## src/rtl/tower_hp_tracker.sv

```systemverilog
`default_nettype none
// ============================================================================
// Module      : tower_hp_tracker
// Description : Tower hit-point tracker for the frame-clocked game core.
//               Decodes each troop's 4-bit strike code, debits the left,
//               right and king towers, and drives the destroyed flags, HP
//               bars, hit-flash strobes and the sticky win flag.
//               Each Clk edge is one game frame.
// Ports       : Clk         frame clock
//               reset_n     asynchronous active-low reset
//               idle        synchronous restart (same effect as reset)
//               attack_bus  troop i strike code in [4i+3:4i]
//               towerld/towerrd/kingd  tower destroyed flags
//               win         game won, sticky until restart
//               hp_l/hp_r/hp_king      current HP
//               flash       hit strobes {king, right, left}
// Config      : define TOWER_REGEN_EN to enable slow HP regeneration of
//               towers that have not been hit for REGEN_PERIOD frames.
// Revision    : 1.0 - initial release
// ============================================================================
module tower_hp_tracker #(
    parameter int NUM_TROOPS   = 4,
    parameter int TOWER_HP     = 40,
    parameter int KING_HP      = 60,
    parameter int FLASH_FRAMES = 6,
    parameter int REGEN_PERIOD = 120
) (
    input  logic                    Clk,
    input  logic                    reset_n,
    input  logic                    idle,
    input  logic [4*NUM_TROOPS-1:0] attack_bus,
    output logic                    towerld,
    output logic                    towerrd,
    output logic                    kingd,
    output logic                    win,
    output logic [6:0]              hp_l,
    output logic [6:0]              hp_r,
    output logic [6:0]              hp_king,
    output logic [2:0]              flash
);

    localparam int DW = $clog2(NUM_TROOPS + 1);
    localparam int FW = $clog2(FLASH_FRAMES + 1);

    // Tower index: 0 = left, 1 = right, 2 = king
    typedef enum logic {ALIVE = 1'b0, DEAD = 1'b1} tower_state_t;
    typedef enum logic {PLAY  = 1'b0, WON  = 1'b1} game_state_t;

    if (TOWER_HP > 127 || KING_HP > 127 || TOWER_HP < 1 || KING_HP < 1) begin : g_bad_hp
        $error("tower_hp_tracker: starting HP must be in 1..127");
    end
    if (REGEN_PERIOD < 1 || FLASH_FRAMES < 1) begin : g_bad_timing
        $error("tower_hp_tracker: REGEN_PERIOD and FLASH_FRAMES must be >= 1");
    end

    function automatic logic [6:0] start_hp(input int t);
        return (t == 2) ? 7'(KING_HP) : 7'(TOWER_HP);
    endfunction

    tower_state_t   st_q  [3];
    tower_state_t   st_d  [3];
    logic [6:0]     hp_q  [3];
    logic [6:0]     hp_d  [3];
    logic [FW-1:0]  fc_q  [3];
    logic [FW-1:0]  fc_d  [3];
    logic [DW-1:0]  dmg   [3];
    logic [2:0]     accept;
    logic [2:0]     flash_d;
    game_state_t    game_q;
    game_state_t    game_d;

`ifdef TOWER_REGEN_EN
    localparam int RW = $clog2(REGEN_PERIOD + 1);
    logic [RW-1:0]  rc_q  [3];
    logic [RW-1:0]  rc_d  [3];
    logic [3:0]     sub_q [3];
    logic [3:0]     sub_d [3];
`endif

    // Per-frame damage count for each tower across all troops.
    always_comb begin
        for (int t = 0; t < 3; t++) dmg[t] = '0;
        for (int i = 0; i < NUM_TROOPS; i++) begin
            case (attack_bus[4*i +: 4])
                4'd6:    dmg[0] = dmg[0] + DW'(1);
                4'd7:    dmg[1] = dmg[1] + DW'(1);
                4'd5:    dmg[2] = dmg[2] + DW'(1);
                default: ;
            endcase
        end
    end

    always_comb begin
        game_d = game_q;
        for (int t = 0; t < 3; t++) begin
            st_d[t] = st_q[t];
            hp_d[t] = hp_q[t];
            fc_d[t] = (fc_q[t] != '0) ? fc_q[t] - FW'(1) : '0;
`ifdef TOWER_REGEN_EN
            rc_d[t]  = rc_q[t];
            sub_d[t] = sub_q[t];
`endif
            // King is only vulnerable once a side tower was already dead
            // at the start of this frame.
            accept[t] = (game_q == PLAY) && (st_q[t] == ALIVE) && (dmg[t] != '0) &&
                        ((t != 2) || (st_q[0] == DEAD) || (st_q[1] == DEAD));
            if (accept[t]) begin
                hp_d[t] = (hp_q[t] > 7'(dmg[t])) ? hp_q[t] - 7'(dmg[t]) : 7'd0;
                fc_d[t] = FW'(FLASH_FRAMES);
                if (hp_d[t] == 7'd0) st_d[t] = DEAD;
            end
`ifdef TOWER_REGEN_EN
            if (game_q == PLAY && st_q[t] == ALIVE) begin
                if (accept[t]) begin
                    rc_d[t]  = '0;
                    sub_d[t] = '0;
                end else if (rc_q[t] != RW'(REGEN_PERIOD)) begin
                    rc_d[t] = rc_q[t] + RW'(1);
                end else begin
                    sub_d[t] = sub_q[t] + 4'd1;
                    if (sub_q[t] == 4'd15 && hp_q[t] < start_hp(t))
                        hp_d[t] = hp_q[t] + 7'd1;
                end
            end
`endif
        end
        if (game_q == PLAY && st_d[2] == DEAD) game_d = WON;

        // Restart wins over any strikes in the same frame.
        if (idle) begin
            game_d = PLAY;
            for (int t = 0; t < 3; t++) begin
                st_d[t] = ALIVE;
                hp_d[t] = start_hp(t);
                fc_d[t] = '0;
`ifdef TOWER_REGEN_EN
                rc_d[t]  = '0;
                sub_d[t] = '0;
`endif
            end
        end

        for (int t = 0; t < 3; t++) flash_d[t] = (fc_d[t] != '0);
    end

    always_ff @(posedge Clk or negedge reset_n) begin
        if (!reset_n) begin
            game_q <= PLAY;
            flash  <= 3'b000;
            for (int t = 0; t < 3; t++) begin
                st_q[t] <= ALIVE;
                hp_q[t] <= start_hp(t);
                fc_q[t] <= '0;
`ifdef TOWER_REGEN_EN
                rc_q[t]  <= '0;
                sub_q[t] <= '0;
`endif
            end
        end else begin
            game_q <= game_d;
            flash  <= flash_d;
            for (int t = 0; t < 3; t++) begin
                st_q[t] <= st_d[t];
                hp_q[t] <= hp_d[t];
                fc_q[t] <= fc_d[t];
`ifdef TOWER_REGEN_EN
                rc_q[t]  <= rc_d[t];
                sub_q[t] <= sub_d[t];
`endif
            end
        end
    end

    assign hp_l    = hp_q[0];
    assign hp_r    = hp_q[1];
    assign hp_king = hp_q[2];
    assign towerld = (st_q[0] == DEAD);
    assign towerrd = (st_q[1] == DEAD);
    assign kingd   = (st_q[2] == DEAD);
    assign win     = (game_q == WON);

endmodule
`default_nettype wire
```

## config.mk

```make
export PLATFORM = sky130hd
export DESIGN_NAME = tower_hp_tracker
export DESIGN_NICKNAME = d
export VERILOG_FILES = /design/src/rtl/tower_hp_tracker.sv
export SDC_FILE = /design/constraint.sdc
export NUM_CORES = 1
export LEC_CHECK = 0
export ABC_AREA = 1
export CAP_MARGIN = 20
export CORE_MARGIN = 1.5
export CORE_UTILIZATION = 30
export CTS_BUF_LIST = sky130_fd_sc_hd__clkbuf_2
export CTS_CLUSTER_DIAMETER = 80
export DETAILED_ROUTE_END_ITERATION = 6
export PLACE_DENSITY = 0.58
export SLEW_MARGIN = 20
export SYNTH_ARGS = -nofsm -noshare
export SYNTH_HDL_FRONTEND = slang
export SYNTH_SLANG_ARGS = --single-unit
export TNS_END_PERCENT = 5
```

## constraint.sdc

```tcl
create_clock -name Clk -period 3.11 [get_ports Clk]
set_input_delay 0.4665 -clock Clk [delete_from_list [all_inputs] [get_ports Clk]]
set_output_delay 0.4665 -clock Clk [all_outputs]
set_load 0.02 [all_outputs]
```

==> results of run 1 <==
==> power by group <==
part / leakage, nW / total [mW] / switching, mW / internal (mW)
registers: 0.477 / 0.809 / 0.153 / 0.656
logic: 2.03 / 2.07 / 1.13 / 0.942
clock network: 0.0406 / 0.304 / 0.167 / 0.137
==> cells by family after synthesis <==
kind of cell | share of synthesized area
AOI/OAI and AO/OA | 0.0582
xor gates and xnor gates | 0.0184
adders and majority gates | 0.112
buffers and inverters | 0.134
DFF | 0.281
and+or+nand+nor | 0.396
==> cell usage in the layout, fill, tap and decap left out, types with 14 or more instances in the layout <==
master,n
sky130_fd_sc_hd__buf_4,62
sky130_fd_sc_hd__nand2_1,138
sky130_fd_sc_hd__inv_2,20
sky130_fd_sc_hd__dfrtp_1,29
sky130_fd_sc_hd__inv_1,78
sky130_fd_sc_hd__nand3_1,30
sky130_fd_sc_hd__nand2_2,24
sky130_fd_sc_hd__ha_1,14
sky130_fd_sc_hd__nor2_1,39
sky130_fd_sc_hd__clkdlybuf4s50_1,37
sky130_fd_sc_hd__nand3_2,15
==> state kept, by name, indices dropped and copies added (netlist names) <==
| register | count |
|---|---|
| hp_r | 7 |
| towerrd | 1 |
| towerld | 1 |
| fc_q | 9 |
| kingd | 1 |
| hp_l | 7 |
| flash | 3 |
| hp_king | 7 |
| win | 1 |
==> area by class of cell <==
| type | count | area share |
|---|---|---|
| timing repair buffer | 111 | 0.200 |
| multi-input combinational | 352 | 0.472 |
| sequential | 37 | 0.196 |
| inverter | 102 | 0.0811 |
| clock inverter | 2 | 0.00709 |
| clock buffer | 6 | 0.00630 |
| tap | 140 | 0.0368 |
==> critical path, cell delays in order <==
cell	delay, ns
sky130_fd_sc_hd__dlygate4sd2_1	0.19
sky130_fd_sc_hd__inv_1	0.04
sky130_fd_sc_hd__nor2_1	0.12
sky130_fd_sc_hd__inv_2	0.10
sky130_fd_sc_hd__nor3_4	0.15
sky130_fd_sc_hd__inv_2	0.06
sky130_fd_sc_hd__ha_4	0.29
sky130_fd_sc_hd__nand3_4	0.08
sky130_fd_sc_hd__nand2_4	0.09
sky130_fd_sc_hd__inv_4	0.04
sky130_fd_sc_hd__ha_4	0.22
sky130_fd_sc_hd__or2_1	0.24
sky130_fd_sc_hd__nand2_2	0.12
sky130_fd_sc_hd__inv_2	0.05
sky130_fd_sc_hd__fa_2	0.56
sky130_fd_sc_hd__inv_2	0.03
sky130_fd_sc_hd__o211ai_1	0.15
sky130_fd_sc_hd__nand3_1	0.11
sky130_fd_sc_hd__nor2_2	0.13
sky130_fd_sc_hd__nand3_2	0.06
sky130_fd_sc_hd__nand2_1	0.08
==> layer usage <==
metal | part of all wire | global-route usage | wire length [um]
met2 | 0.53 | 0.283 | 4470
met5 | 0 | 0 | 0
met1 | 0.43 | 0.169 | 3670
met3 | 0.025 | 0.0325 | 208
met4 | 0.014 | 0.0385 | 115
==> final timing paths <==
check                          end  slack, ns  depth (start not counted)
max                        towerrd       0.07                         21
min                        hp_r[2]       0.16                          1
max reg2reg                  kingd       1.12                         12
min reg2reg                hp_l[5]       0.51                          2
max in group asynchronous  fc_q[5]       2.41                          1
min in group Clk           hp_l[5]       0.51                          2
==> repair_timing <==
item                                    CTS  global route
resized for setup                        35            56
pin swaps                                20            33
setup buffers                            15             2
hold endpoints to repair                  0             0
cloned                                    0             0
endpoints found under the setup margin   20            21
==> flow_summary.html, run 1 <==
<table>
<tr><th>Metric</th><th>Value</th></tr>
<tr><th colspan="2">Yosys</th></tr>
<tr><td>Nets in the synthesized netlist</td><td>546</td></tr>
<tr><td>Post-synthesis async set-or-reset flop share</td><td>1.00</td></tr>
<tr><td>Share of synthesized area occupied by flip-flops and latches</td><td>0.281</td></tr>
<tr><td>Gate count after technology mapping</td><td>about 500</td></tr>
<tr><td>Netlist area before placement</td><td>between 3000 and 4000 um2</td></tr>
<tr><td>Area leader, netlist</td><td>sky130_fd_sc_hd__dfrtp_1</td></tr>
<tr><td>Leading post-synthesis cells by instance count</td><td>sky130_fd_sc_hd__nand2_1, sky130_fd_sc_hd__inv_1, sky130_fd_sc_hd__nor2_1</td></tr>
<tr><td>Number of synthesized flops with an enable pin</td><td>0</td></tr>
<tr><td>Synth Warn #</td><td>0</td></tr>
<tr><td>Proportion of netlist area held by the largest area contributor</td><td>0.218</td></tr>
<tr><td>Post-synthesis sequential element count</td><td>37</td></tr>
<tr><td>Most common cell in the netlist</td><td>sky130_fd_sc_hd__nand2_1</td></tr>
<tr><td>Flip-flop cell with the highest count after synthesis</td><td>sky130_fd_sc_hd__dfrtp_1</td></tr>
<tr><td>Synthesized area divided by synthesized cell count</td><td>6.67 um2</td></tr>
<tr><td>Biggest area contributors in the synthesized netlist</td><td>sky130_fd_sc_hd__dfrtp_1, sky130_fd_sc_hd__nand2_1, sky130_fd_sc_hd__inv_1</td></tr>
<tr><td>Number of different library cells in the post-synthesis netlist</td><td>35</td></tr>
<tr><th colspan="2">Global routing</th></tr>
<tr><td>Total overflow reported by the global router</td><td>0</td></tr>
<tr><td>Largest net degree at the start of global routing</td><td>38</td></tr>
<tr><td>Number of global-route vias before repair</td><td>3,426</td></tr>
<tr><td>Wire length of the first global-routing pass</td><td>around 14 mm</td></tr>
<tr><td>Antenna violations before repair</td><td>0</td></tr>
<tr><td>Overall Global Routing Usage</td><td>0.150</td></tr>
<tr><th colspan="2">Layout</th></tr>
<tr><td>Multi-input logic area</td><td>around 2200 um2</td></tr>
<tr><td>Final cell utilization of the core</td><td>0.440</td></tr>
<tr><td>Footprint of the flip-flops and latches</td><td>936 um2</td></tr>
<tr><td>Finished Cell Area</td><td>about 4800 um2</td></tr>
<tr><td>Fraction of layout cells with a size suffix above 1</td><td>0.325</td></tr>
<tr><td>Relative area change from synthesis to final layout</td><td>43.1%</td></tr>
<tr><td>Final cell count without fillers</td><td>750</td></tr>
<tr><td>Final Net Count</td><td>656</td></tr>
<tr><td>Count of antenna diodes in the layout</td><td>0</td></tr>
<tr><td>Fill cell total of the finished layout</td><td>1,111</td></tr>
<tr><th colspan="2">Floorplanning</th></tr>
<tr><td>Area enclosed by the die boundary</td><td>11,700 um2</td></tr>
<tr><td>Starting utilization of the core area</td><td>0.307</td></tr>
<tr><td>Rows</td><td>38</td></tr>
<tr><td>Area of the placeable core</td><td>roughly 11,000 um2</td></tr>
<tr><td>DIE HEIGHT</td><td>108 um</td></tr>
<tr><td>Die W</td><td>around 110 um</td></tr>
<tr><td>Num ports</td><td>47</td></tr>
<tr><th colspan="2">Routing</th></tr>
<tr><td>Remaining number of nets flagged by the antenna check after routing</td><td>0</td></tr>
<tr><td>Initial DRC count</td><td>about 130</td></tr>
<tr><td>Routed wire length per instance</td><td>11.3 um</td></tr>
<tr><td>First-pass iteration count of the detailed router</td><td>6</td></tr>
<tr><td>Post-route DRC violation count</td><td>0</td></tr>
<tr><td>Vias per inst</td><td>about 4.4</td></tr>
<tr><td>Routed via count</td><td>3,326</td></tr>
<tr><td>Total length of routed wires</td><td>between 8 and 9 mm</td></tr>
<tr><th colspan="2">Placed design</th></tr>
<tr><td>Worst-case setup slack after placement</td><td>-0.706 ns</td></tr>
<tr><td>Cell Count Post-Placement</td><td>725</td></tr>
<tr><td>Final estimated routing congestion in global placement</td><td>about 0.85</td></tr>
<tr><td>Port Buf Inserts</td><td>46</td></tr>
<tr><td>Placed Instance Area</td><td>4280 um2</td></tr>
<tr><td>HPWL after DPL</td><td>6.17 mm</td></tr>
<tr><th colspan="2">STA</th></tr>
<tr><td>Max transition margin</td><td>0.418</td></tr>
<tr><td>Clk_skew</td><td>a little under 0.02 ns</td></tr>
<tr><td>Actual slew at the worst max-slew pin</td><td>roughly 0.87 ns</td></tr>
<tr><td>Slack of the critical path</td><td>0.0702 ns</td></tr>
<tr><td>Number of failing setup endpoints in the final timing report</td><td>0</td></tr>
<tr><td>Worst hold-check slack</td><td>0.156 ns</td></tr>
<tr><td>Post-route clock period utilization</td><td>0.977</td></tr>
<tr><td>Hold violation count in the final report</td><td>0</td></tr>
<tr><td>Max Clk Rate</td><td>~330 MHz</td></tr>
<tr><td>Min Tclk post-route</td><td>around 3.0 ns</td></tr>
<tr><td>Aggregate negative setup slack</td><td>0 ns</td></tr>
<tr><td>Final Max Tran Viols</td><td>0</td></tr>
<tr><th colspan="2">Clock tree</th></tr>
<tr><td>Number of H-tree levels</td><td>2</td></tr>
<tr><td>Clock Sinks</td><td>37</td></tr>
<tr><td>Number of hold-repair buffers added at the cts stage</td><td>0</td></tr>
<tr><td>CTS tree</td><td>yes</td></tr>
<tr><td>Clock transition at the registers of the reported paths</td><td>around 0.2 ns</td></tr>
<tr><td>Buffer levels on the longest clock path</td><td>2</td></tr>
<tr><td>Clock insertion delay at the later pin of the skew report</td><td>0.40 ns</td></tr>
<tr><td>TritonCTS Buffers</td><td>5</td></tr>
<tr><td>CTS root buf</td><td>sky130_fd_sc_hd__clkbuf_2</td></tr>
<tr><th colspan="2">Critical path</th></tr>
<tr><td>Crit path launch</td><td>attack_bus[2]</td></tr>
<tr><td>Critical path fanouts, max</td><td>3</td></tr>
<tr><td>Startpoint types</td><td>input port</td></tr>
<tr><td>Origin of the critical flop-to-flop path</td><td>hp_king[0]</td></tr>
<tr><td>Worst EP arrival</td><td>between 3 and 4 ns</td></tr>
<tr><td>Endpoint required time on the critical path</td><td>roughly 3.5 ns</td></tr>
<tr><td>Kind of end point of the critical path</td><td>flop</td></tr>
<tr><td>Critical Setup Path Class</td><td>input port to flop</td></tr>
<tr><th colspan="2">Flow run</th></tr>
<tr><td>Max-capacitance violation count</td><td>0</td></tr>
<tr><th colspan="2">Power</th></tr>
<tr><td>Total power of the final layout</td><td>roughly 3.2 mW</td></tr>
<tr><td>Areal power density over the cells</td><td>669 nW/um2</td></tr>
<tr><td>Maximum vdd ir drop</td><td>330 uV</td></tr>
<tr><td>Lkg Pwr</td><td>about 2.6 nW</td></tr>
<tr><th colspan="2">Min path</th></tr>
<tr><td>Type of the most critical hold path</td><td>input port to asynchronous set/reset pin</td></tr>
<tr><th colspan="2">Status</th></tr>
<tr><td>Status</td><td>finished, final reports clean</td></tr>
</table>
(Power assumes the default switching activity.)
==> run 2, diff against run 1 <==
--- a/config.mk
+++ b/config.mk
@@ -6,15 +6,16 @@
 export NUM_CORES = 1
 export LEC_CHECK = 0
 export ABC_AREA = 1
+export ABC_CLOCK_PERIOD_IN_PS = 3110
 export CAP_MARGIN = 20
 export CORE_MARGIN = 1.5
 export CORE_UTILIZATION = 30
 export CTS_BUF_LIST = sky130_fd_sc_hd__clkbuf_2
 export CTS_CLUSTER_DIAMETER = 80
 export DETAILED_ROUTE_END_ITERATION = 6
-export PLACE_DENSITY = 0.58
+export PLACE_DENSITY = 0.54
 export SLEW_MARGIN = 20
 export SYNTH_ARGS = -nofsm -noshare
 export SYNTH_HDL_FRONTEND = slang
 export SYNTH_SLANG_ARGS = --single-unit
-export TNS_END_PERCENT = 5
+export TNS_END_PERCENT = 1
==> run 2 against run 1 <==
Maximum frequency rose by 2.0%; largest cell class unchanged; die area did not move; first-iteration DRC count rose by 7.1%; critical endpoint unchanged; setup slack improved by 0.061 ns.
==> flow_summary.html, run 2 (synthesis results as in run 1) <==
<table>
<tr><th>Metric</th><th>Value</th></tr>
<tr><th colspan="2">Clock tree</th></tr>
<tr><td>Number of hold-repair buffers added at the cts stage</td><td>0 (unchanged)</td></tr>
<tr><td>Clock insertion delay at the later pin of the skew report</td><td>0.39 ns (about the same)</td></tr>
<tr><td>Number of H-tree levels</td><td>2 (unchanged)</td></tr>
<tr><td>CTS tree</td><td>yes</td></tr>
<tr><td>Clock transition at the registers of the reported paths</td><td>0.21 ns (about the same)</td></tr>
<tr><td>Clock Sinks</td><td>37 (unchanged)</td></tr>
<tr><td>CTS root buf</td><td>sky130_fd_sc_hd__clkbuf_2</td></tr>
<tr><td>Buffer levels on the longest clock path</td><td>2 (unchanged)</td></tr>
<tr><td>TritonCTS Buffers</td><td>5 (unchanged)</td></tr>
<tr><th colspan="2">Floorplanning</th></tr>
<tr><td>Area of the placeable core</td><td>10,800 um2 (unchanged)</td></tr>
<tr><td>DIE HEIGHT</td><td>108 um (unchanged)</td></tr>
<tr><td>Starting utilization of the core area</td><td>0.307 (unchanged)</td></tr>
<tr><td>Area enclosed by the die boundary</td><td>11,700 um2 (unchanged)</td></tr>
<tr><td>Die W</td><td>108 um (unchanged)</td></tr>
<tr><td>Rows</td><td>38 (unchanged)</td></tr>
<tr><td>Num ports</td><td>47 (unchanged)</td></tr>
<tr><th colspan="2">Routing</th></tr>
<tr><td>Post-route DRC violation count</td><td>0 (unchanged)</td></tr>
<tr><td>Routed via count</td><td>3,257 (-2.1%)</td></tr>
<tr><td>Vias per inst</td><td>4.41 (-0.62%)</td></tr>
<tr><td>Initial DRC count</td><td>136 (+7.1%)</td></tr>
<tr><td>Total length of routed wires</td><td>8.25 mm (-2.5%)</td></tr>
<tr><td>Routed wire length per instance</td><td>11.2 um (-1.1%)</td></tr>
<tr><td>First-pass iteration count of the detailed router</td><td>4 (-2)</td></tr>
<tr><td>Remaining number of nets flagged by the antenna check after routing</td><td>0 (unchanged)</td></tr>
<tr><th colspan="2">Power</th></tr>
<tr><td>Internal power</td><td>1.63 mW (-5.8%)</td></tr>
<tr><td>Switching power</td><td>1.42 mW (-1.8%)</td></tr>
<tr><td>Clock share of power</td><td>0.070 (-0.026)</td></tr>
<tr><td>Lkg Pwr</td><td>2.47 nW (-3.3%)</td></tr>
<tr><td>Share of total power consumed by net switching</td><td>0.466 (+0.0104)</td></tr>
<tr><td>Maximum vdd ir drop</td><td>321 uV (-2.7%)</td></tr>
<tr><td>Share of total power in sequential cells</td><td>0.267 (+0.013)</td></tr>
<tr><td>Logic pwr share</td><td>0.663 (+0.012)</td></tr>
<tr><td>Areal power density over the cells</td><td>658 nW/um2 (-1.5%)</td></tr>
<tr><th colspan="2">Placed design</th></tr>
<tr><td>Final estimated routing congestion in global placement</td><td>0.828 (-2.7%)</td></tr>
<tr><td>Worst-case setup slack after placement</td><td>-0.668 ns (+0.0378 ns)</td></tr>
<tr><td>Port Buf Inserts</td><td>46 (unchanged)</td></tr>
<tr><td>HPWL after DPL</td><td>6.21 mm (+0.62%)</td></tr>
<tr><th colspan="2">Status</th></tr>
<tr><td>Status</td><td>finished, final reports clean</td></tr>
<tr><th colspan="2">Critical path</th></tr>
<tr><td>Origin of the critical flop-to-flop path</td><td>hp_king[0]</td></tr>
<tr><td>Critical Setup Path Class</td><td>input port to flop</td></tr>
<tr><td>Critical path fanouts, max</td><td>3 (unchanged)</td></tr>
<tr><td>Kind of end point of the critical path</td><td>flop</td></tr>
<tr><td>Endpoint required time on the critical path</td><td>3.47 ns (about the same)</td></tr>
<tr><td>Buffering stage count on the worst path with inverters included</td><td>8 (+1)</td></tr>
<tr><td>Startpoint types</td><td>input port</td></tr>
<tr><td>Crit path max-delay cell type</td><td>sky130_fd_sc_hd__fa_2</td></tr>
<tr><td>Ordered list of cells on the worst path</td><td>dlygate4sd2_1 -&gt; inv_1 -&gt; nor2_2 -&gt; inv_2 -&gt; nor3_4 -&gt; buf_4 -&gt; buf_4 -&gt; buf_4 -&gt; ha_4 -&gt; nand2_2 -&gt; nand2_2 -&gt; ha_4 -&gt; or2_1 -&gt; nand2_2 -&gt; inv_2 -&gt; fa_2 -&gt; inv_2 -&gt; o211ai_1 -&gt; nand3_1 -&gt; nor2_2 -&gt; nand3_2 -&gt; nand2_1</td></tr>
<tr><td>Gate family responsible for the most delay along the worst path</td><td>simple AND/OR/NAND/NOR gates</td></tr>
<tr><td>Crit path launch</td><td>attack_bus[6]</td></tr>
<tr><td>Worst EP arrival</td><td>3.34 ns (-0.06 ns)</td></tr>
<tr><td>Largest incremental delay on the critical path</td><td>0.57 ns (about the same)</td></tr>
<tr><th colspan="2">Layout</th></tr>
<tr><td>Fill cell total of the finished layout</td><td>1,138 (+2.4%)</td></tr>
<tr><td>Max reg flops</td><td>9 (unchanged)</td></tr>
<tr><td>Final Net Count</td><td>646 (-1.5%)</td></tr>
<tr><td>Count of antenna diodes in the layout</td><td>0 (unchanged)</td></tr>
<tr><td>Leading cell type in the layout, fill and taps excluded</td><td>sky130_fd_sc_hd__nand2_1</td></tr>
<tr><td>Fraction of layout cells with a size suffix above 1</td><td>0.289 (-0.0358)</td></tr>
<tr><td>Relative area change from synthesis to final layout</td><td>39.4%</td></tr>
<tr><td>Final cell utilization of the core</td><td>0.428 (-0.0111)</td></tr>
<tr><td>Largest register by flop count</td><td>fc_q</td></tr>
<tr><td>Highest-count cells in the layout ignoring fill and taps</td><td>sky130_fd_sc_hd__nand2_1, sky130_fd_sc_hd__inv_1, sky130_fd_sc_hd__buf_4</td></tr>
<tr><th colspan="2">Global routing</th></tr>
<tr><td>Number of global-route vias before repair</td><td>3,227 (-5.8%)</td></tr>
<tr><td>Overall Global Routing Usage</td><td>0.148 (-0.00209)</td></tr>
<tr><td>Wire length of the first global-routing pass</td><td>14.1 mm (-1.5%)</td></tr>
<tr><td>Largest net degree at the start of global routing</td><td>38 (unchanged)</td></tr>
<tr><td>Antenna violations before repair</td><td>0 (unchanged)</td></tr>
<tr><td>Total overflow reported by the global router</td><td>0 (unchanged)</td></tr>
<tr><th colspan="2">STA</th></tr>
<tr><td>Max Clk Rate</td><td>336 MHz (+2.0%)</td></tr>
<tr><td>Slack of the critical path</td><td>0.131 ns (+0.0609 ns)</td></tr>
<tr><td>Setup repair after global routing missed its margin</td><td>true</td></tr>
<tr><td>Post-route clock period utilization</td><td>0.958 (-0.0196)</td></tr>
<tr><td>Max transition margin</td><td>0.427 (+0.00917)</td></tr>
<tr><td>Final Max Tran Viols</td><td>0 (unchanged)</td></tr>
<tr><td>Actual slew at the worst max-slew pin</td><td>0.860 ns (-0.0138 ns)</td></tr>
<tr><td>Number of failing setup endpoints in the final timing report</td><td>0 (unchanged)</td></tr>
<tr><td>Clk_skew</td><td>0.0294 ns (+0.00984 ns)</td></tr>
<tr><td>Aggregate negative setup slack</td><td>0 ns (unchanged)</td></tr>
<tr><td>Hold violation count in the final report</td><td>0 (unchanged)</td></tr>
<tr><td>Min Tclk post-route</td><td>2.98 ns (-0.0609 ns)</td></tr>
<tr><th colspan="2">Min path</th></tr>
<tr><td>Type of the most critical hold path</td><td>input port to asynchronous set/reset pin</td></tr>
<tr><th colspan="2">Flow run</th></tr>
<tr><td>Max-capacitance violation count</td><td>0 (unchanged)</td></tr>
</table>
## run 2: cell count changes in the layout (fill, tap and decap cells not counted), sizes merged
cell,previous run,this run
clkdlybuf4s15,0,3
bufinv,1,0
clkbuf,8,6
dlymetal6s2s,2,1
buf,66,56
## run 2: worst paths after layout
kind                            endpoint  slack [ns]  depth (start not counted)
worst max-delay path             towerrd        0.13                         22
worst min-delay path             hp_r[1]        0.14                          1
worst max register to register       win        1.14                         12
worst min register to register   hp_l[5]        0.51                          2
max in group asynchronous        hp_l[2]        2.40                          1
min in group Clk                 hp_l[5]        0.51                          2
## run 2: repair_timing
item                                    4_1_cts  5_1_grt
buffers inserted                              9        1
pin swaps                                    23       25
endpoints found under the setup margin       23       19
gates resized for setup                      35       40
hold endpoints to repair                      0        0
## run 2: power by group through the flow
stage	Sequential, mW	Combinational, mW	Clock [mW]
after floorplan	0.923	1.04	0
after global placement	0.811	1.88	0
after detailed placement	0.812	1.89	0
after CTS	0.810	1.96	0.231
after global routing	0.843	2.27	0.246
final	0.817	2.03	0.214
## run 2: cell type report
| cell class | count | area (um2) | share of cell area |
|---|---|---|---|
| Multi-Input combinational cell | 352 | 2240 | 0.482 |
| Sequential cell | 37 | 936 | 0.202 |
| Timing Repair Buffer | 101 | 878 | 0.189 |
| Inverter | 102 | 384 | 0.0827 |
| Tap cell | 140 | 175 | 0.0377 |
| Clock buffer | 6 | 30.0 | 0.00647 |
| Clock inverter | 1 | 3.75 | 0.000808 |
## run 2: routing by layer
layer,track usage,vias up,part of all wire
li1,-,1721,-
met1,0.178,1487,0.45
met2,0.277,43,0.52
met3,0.0223,6,0.024
met4,0.0282,0,0.0064
met5,0,-,0
## run 2: stage by stage
stage / power, mW / area [um2] / cells / hold WS (ns)
after global placement: 2.69 / 4250 / 722 / 0.485
after floorplan: 1.96 / 3340 / 499 / 0.171
after detailed placement: 2.70 / 4250 / 722 / 0.492
after CTS: 3.00 / 4460 / 738 / 0.156
final: 3.06 / 4640 / 739 / 0.140
after global routing: 3.36 / 4640 / 739 / 0.200
